==> config.mk <==
export PLATFORM = sky130hd
export DESIGN_NAME = dataflow_carry
export DESIGN_NICKNAME = d
export VERILOG_FILES = /design/src/rtl/dataflow_pkg.sv /design/src/rtl/dataflow_out_reg.sv /design/src/rtl/dataflow_carry.sv
export SDC_FILE = /design/constraint.sdc
export NUM_CORES = 1
export LEC_CHECK = 0
export CAP_MARGIN = 20
export CORE_MARGIN = 2
export CORE_UTILIZATION = 25
export DETAILED_ROUTE_END_ITERATION = 8
export PLACE_DENSITY = 0.85
export SETUP_SLACK_MARGIN = 0.2
export SYNTH_ARGS = -nofsm -noshare
export SYNTH_HDL_FRONTEND = slang
export SYNTH_SLANG_ARGS = --single-unit
==> constraint.sdc <==
create_clock -name clk -period 1.07 [get_ports clk]
set_input_delay 0.321 -clock clk [delete_from_list [all_inputs] [get_ports clk]]
set_output_delay 0.321 -clock clk [all_outputs]
set_load 0.01 [all_outputs]
==> src/rtl/dataflow_pkg.sv <==
// Shared dataflow types: loop-carry FSM states used by dataflow_carry.
package dataflow_pkg;

  typedef enum logic {
    S_INIT = 1'b0,
    S_LOOP = 1'b1
  } carry_state_t;

endpackage

==> src/rtl/dataflow_out_reg.sv <==
// One-entry output buffer (valid/ready both sides); full throughput when drained each cycle.
module dataflow_out_reg #(
  parameter int WIDTH = 32
) (
  input  logic             clk,
  input  logic             rst_n,
  input  logic             in_valid,
  output logic             in_ready,
  input  logic [WIDTH-1:0] in_data,
  output logic             out_valid,
  input  logic             out_ready,
  output logic [WIDTH-1:0] out_data
);

  logic             buf_valid_r;
  logic [WIDTH-1:0] buf_data_r;

  assign in_ready  = !buf_valid_r | out_ready;
  assign out_valid = buf_valid_r;
  assign out_data  = buf_data_r;

  // Capture on accept, otherwise empty the entry once downstream takes it
  always_ff @(posedge clk or negedge rst_n) begin
    if (!rst_n) begin
      buf_valid_r <= 1'b0;
      buf_data_r  <= {WIDTH{1'b0}};
    end else if (in_valid && in_ready) begin
      buf_valid_r <= 1'b1;
      buf_data_r  <= in_data;
    end else if (out_ready) begin
      buf_valid_r <= 1'b0;
    end else begin
      buf_valid_r <= buf_valid_r;
    end
  end

endmodule

==> src/rtl/dataflow_carry.sv <==
// Loop-carried variable merge: init value first, then back-edge values while cond=1.
// Optional output register enabled by macro DATAFLOW_CARRY_OUT_REG_EN.
module dataflow_carry
  import dataflow_pkg::*;
#(
  parameter int WIDTH = 32
) (
  input  logic             clk,
  input  logic             rst_n,
  input  logic             init_valid,
  output logic             init_ready,
  input  logic [WIDTH-1:0] init_data,
  input  logic             cond_valid,
  output logic             cond_ready,
  input  logic             cond_data,
  input  logic             loop_valid,
  output logic             loop_ready,
  input  logic [WIDTH-1:0] loop_data,
  output logic             out_valid,
  input  logic             out_ready,
  output logic [WIDTH-1:0] out_data
);

  carry_state_t     state_r;
  logic             dn_ready_s;
  logic             vld_s;
  logic [WIDTH-1:0] dat_s;
  logic             init_ready_s;
  logic             cond_ready_s;
  logic             loop_ready_s;

  // Steer the active source to the output stage according to FSM state
  always_comb begin
    vld_s        = 1'b0;
    dat_s        = {WIDTH{1'b0}};
    init_ready_s = 1'b0;
    cond_ready_s = 1'b0;
    loop_ready_s = 1'b0;
    case (state_r)
      S_INIT: begin
        vld_s        = init_valid;
        dat_s        = init_data;
        init_ready_s = dn_ready_s;
      end
      S_LOOP: begin
        if (cond_valid && cond_data) begin
          vld_s        = loop_valid;
          dat_s        = loop_data;
          loop_ready_s = dn_ready_s;
          cond_ready_s = loop_valid & dn_ready_s;
        end else if (cond_valid) begin
          // Exit token is consumed without producing an output
          cond_ready_s = 1'b1;
        end else begin
          vld_s = 1'b0;
        end
      end
      default: begin
        vld_s = 1'b0;
      end
    endcase
  end

  assign init_ready = init_ready_s & rst_n;
  assign cond_ready = cond_ready_s & rst_n;
  assign loop_ready = loop_ready_s & rst_n;

  // Enter the loop on an init transfer, leave it on a cond=0 transfer
  always_ff @(posedge clk or negedge rst_n) begin
    if (!rst_n) begin
      state_r <= S_INIT;
    end else begin
      case (state_r)
        S_INIT: begin
          if (init_valid && init_ready) begin
            state_r <= S_LOOP;
          end else begin
            state_r <= S_INIT;
          end
        end
        S_LOOP: begin
          if (cond_valid && cond_ready && !cond_data) begin
            state_r <= S_INIT;
          end else begin
            state_r <= S_LOOP;
          end
        end
        default: begin
          state_r <= S_INIT;
        end
      endcase
    end
  end

`ifdef DATAFLOW_CARRY_OUT_REG_EN
  logic stage_ready_s;

  dataflow_out_reg #(
    .WIDTH(WIDTH)
  ) u_out_reg (
    .clk      (clk),
    .rst_n    (rst_n),
    .in_valid (vld_s & rst_n),
    .in_ready (stage_ready_s),
    .in_data  (dat_s),
    .out_valid(out_valid),
    .out_ready(out_ready),
    .out_data (out_data)
  );

  assign dn_ready_s = stage_ready_s;
`else
  assign dn_ready_s = out_ready;
  assign out_valid  = vld_s & rst_n;
  assign out_data   = rst_n ? dat_s : {WIDTH{1'b0}};
`endif

endmodule

==> impl_metrics.py <==
metrics = {
    "routing": {
        "drt_iter0_drc": 27,
        "vias_per_cell": 4.93,
        "num_vias": 1386,
        "routedWlPerCell_um": 15.1,
        "wirelength_mm": 4.26,
        "drt_first_pass_iters": 4,
        "drc": 0,
        "ant_nets": 0,
    },
    "timing": {
        "setup_viol": 36,
        "min_period_ns": 1.34,
        "rsz0062_at_grt": "true",
        "clock.fmax_mhz": 745,
        "fin_ws_ns": -0.272,
        "whs_ns": 0.239,
        "maxSlewViolCount": 0,
        "setup_tns_ns": -9.09,
        "final.period_utilization_pct": 125,
        "worstMarginPinSlew_ns": 0.155,
        "hold_viol": 0,
        "clock_skew_ns": 0,
        "slew_headroom_pct": 89.7,
    },
    "synthesis": {
        "synth_compound_area_share_pct": 28.2,
        "synth_simple_gate_area_share_pct": 50.4,
        "synthesis.instances": 130,
        "yosysSeqAreaShare_pct": 2.70,
        "synth.mux.area_fraction_pct": 0,
        "synth.avg_cell_area_um2": 7.14,
        "synth_xor_area_share_pct": 0,
        "synth_top_family_by_area": "simple AND/OR/NAND/NOR gates",
        "ys_seq_elements": 1,
        "syn_nets": 201,
        "syn-cell-area_um2": 928,
        "ys_types": 16,
        "synth_adder_area_share_pct": 0,
        "yosys_warnings": 0,
    },
    "floorplanning": {
        "core.rowCount": 22,
        "core_area_mm2": 0.00361,
        "die_y_um": 64.9,
        "die_area_mm2": 0.00422,
        "die_x_um": 64.9,
        "ioPinCount": 107,
        "start_util_pct": 25.7,
    },
    "global_routing": {
        "grt_max_degree": 26,
        "grt.total_usage_pct": 19.4,
        "antenna_found_initial": 0,
        "grt_pass1_vias": 1310,
        "grt_pass1_wl_mm": 6.60,
        "grt_overflow": 0,
    },
    "hold_path": {
        "holdCritPathClass": "input pin to asynchronous set/reset pin",
    },
    "finish": {
        "largest-register": "state_r",
        "drive_above_1_share_pct": 55.8,
        "fin_util_pct": 65.8,
        "antennaDiodeCount": 0,
        "area_growth_pct": 155,
        "reg_top3": "state_r: 1 flops",
        "fin_nets": 306,
        "largest_reg_flops": 1,
        "final_cells": 281,
    },
    "setup_path": {
        "endpoint_kind": "output port",
        "path_class": "flop to output port",
        "r2r_setup_slack_ns": 0.03,
        "crit_fanout": 25,
        "worstSetupStartpointType": "flop",
        "r2r_start": "state_r$_DFF_PN0_",
        "cp.required_ns": 0.75,
        "r2r-end": "state_r$_DFF_PN0_",
        "worst_r2r_path_depth": 3,
        "arrival_ns": 1.02,
    },
    "run": {
        "maxCapViolCount": 0,
    },
    "outcome": {
        "failed_checks": "negative setup slack",
        "status": "finished, violations left",
    },
    "power_and_ir_drop": {
        "p_leak_nw": 1.18,
        "vdd_ir_drop_max_v": 0.000473,
        "powerDensity_mw_per_mm2": 694,
    },
    "placement": {
        "gp_congestion": 0.689,
        "placed_cells": 273,
        "numPortBuffers": 106,
        "dp_hpwl_mm": 2.75,
        "dp_slack_ns": -1.15,
    },
    "cts": {
        "clk_latency_ns": 0,
        "clk_pin_slew_ns": 0,
        "cts_hold_buf": 0,
    },
}
==> metal layers <==
| metal | vias to the layer above | track usage, % | routed length, µm |
|---|---|---|---|
| met5 | - | 0 | 0 |
| met4 | 0 | 0 | 0 |
| met3 | 0 | 1.74 | 264 |
| met2 | 52 | 36.6 | 2230 |
| met1 | 644 | 25.3 | 1760 |
| li1 | 690 | - | - |
==> power by group <==
group,internal (mW),leakage [nW],switching [mW]
Sequential,0.0497,0.0102,0.0216
Combinational,0.955,1.17,0.620
Clock,0,0,0
Total,1.00,1.18,0.641
==> per-stage QoR <==
stage	power [mW]	area, µm²
after global routing	1.75	2370
after global placement	1.73	2410
after CTS	1.65	2350
after detailed placement	1.75	2410
after floorplan	1.14	1340
final	1.65	2370
==> kinds of logic after synthesis <==
family / count (synthesis)
AOI/OAI and AO/OA: 35
buffers and inverters: 20
DFF: 1
and+or+nand+nor: 74
==> timing repair <==
action / CTS / global route
gates cloned: 6 / 0
pin swaps: 67 / 0
setup endpoints to repair: 37 / 37
gates resized for setup: 245 / 4
setup buffers: 2 / 0
==> critical path, stage by stage, from the launching register on <==
cell      delay [ns]
dfrtp_2         0.44
buf_12          0.18
nand2b_4        0.14
a21boi_2        0.11
buf_2           0.14
==> cell usage in the layout, fill, tap and decap left out <==
cell type        netlist  final
buf_2                  4     34
bufbuf_16              0      1
buf_6                  7      5
nand2_1                3      2
buf_12                 0      7
clkdlybuf4s15_2        0      1
nand3_2                1      1
dlygate4sd2_1          0     65
a21oi_2                0      1
buf_8                  1      3
nand2_4                0      1
buf_4                  8      2
nand2b_4               2     33
o22a_1                 1      1
dfrtp_2                0      1
nor2_4                 0      2
clkdlybuf4s15_1        0      1
nand4_1               33     33
buf_16                 0      4
nand3_4                0      1
and3_1                 1      1
a21boi_2               0     33
==> synth_stat cells (all sizes together) <==
master  instances  area (µm²)
a21oi           1        5.00
nor2            2        7.51
nand2           3        11.3
and3            1        6.26
o22a            1        8.76
a21boi         33         248
nand3           2        15.0
dfrtp           1        25.0
nand2b         33         221
buf            20         174
nand4          33         206
==> how the worst max path moves through the flow <==
stage                            from          end  cells after the start
finish              state_r$_DFF_PN0_  out_data[6]                      4
global placement            cond_data  out_data[8]                      5
CTS                 state_r$_DFF_PN0_  out_data[2]                      4
floorplan           state_r$_DFF_PN0_  out_data[0]                      4
global route        state_r$_DFF_PN0_  out_data[2]                      4
detailed placement          cond_data  out_data[3]                      5
==> layout make-up <==
cell class | count | area (µm²)
Timing Repair Buffer | 123 | 1160
Fill cell | 363 | 1230
Sequential cell | 1 | 26.3
Tap cell | 48 | 60.1
Multi-Input combinational cell | 109 | 1120
(Power assumes the default switching activity.)
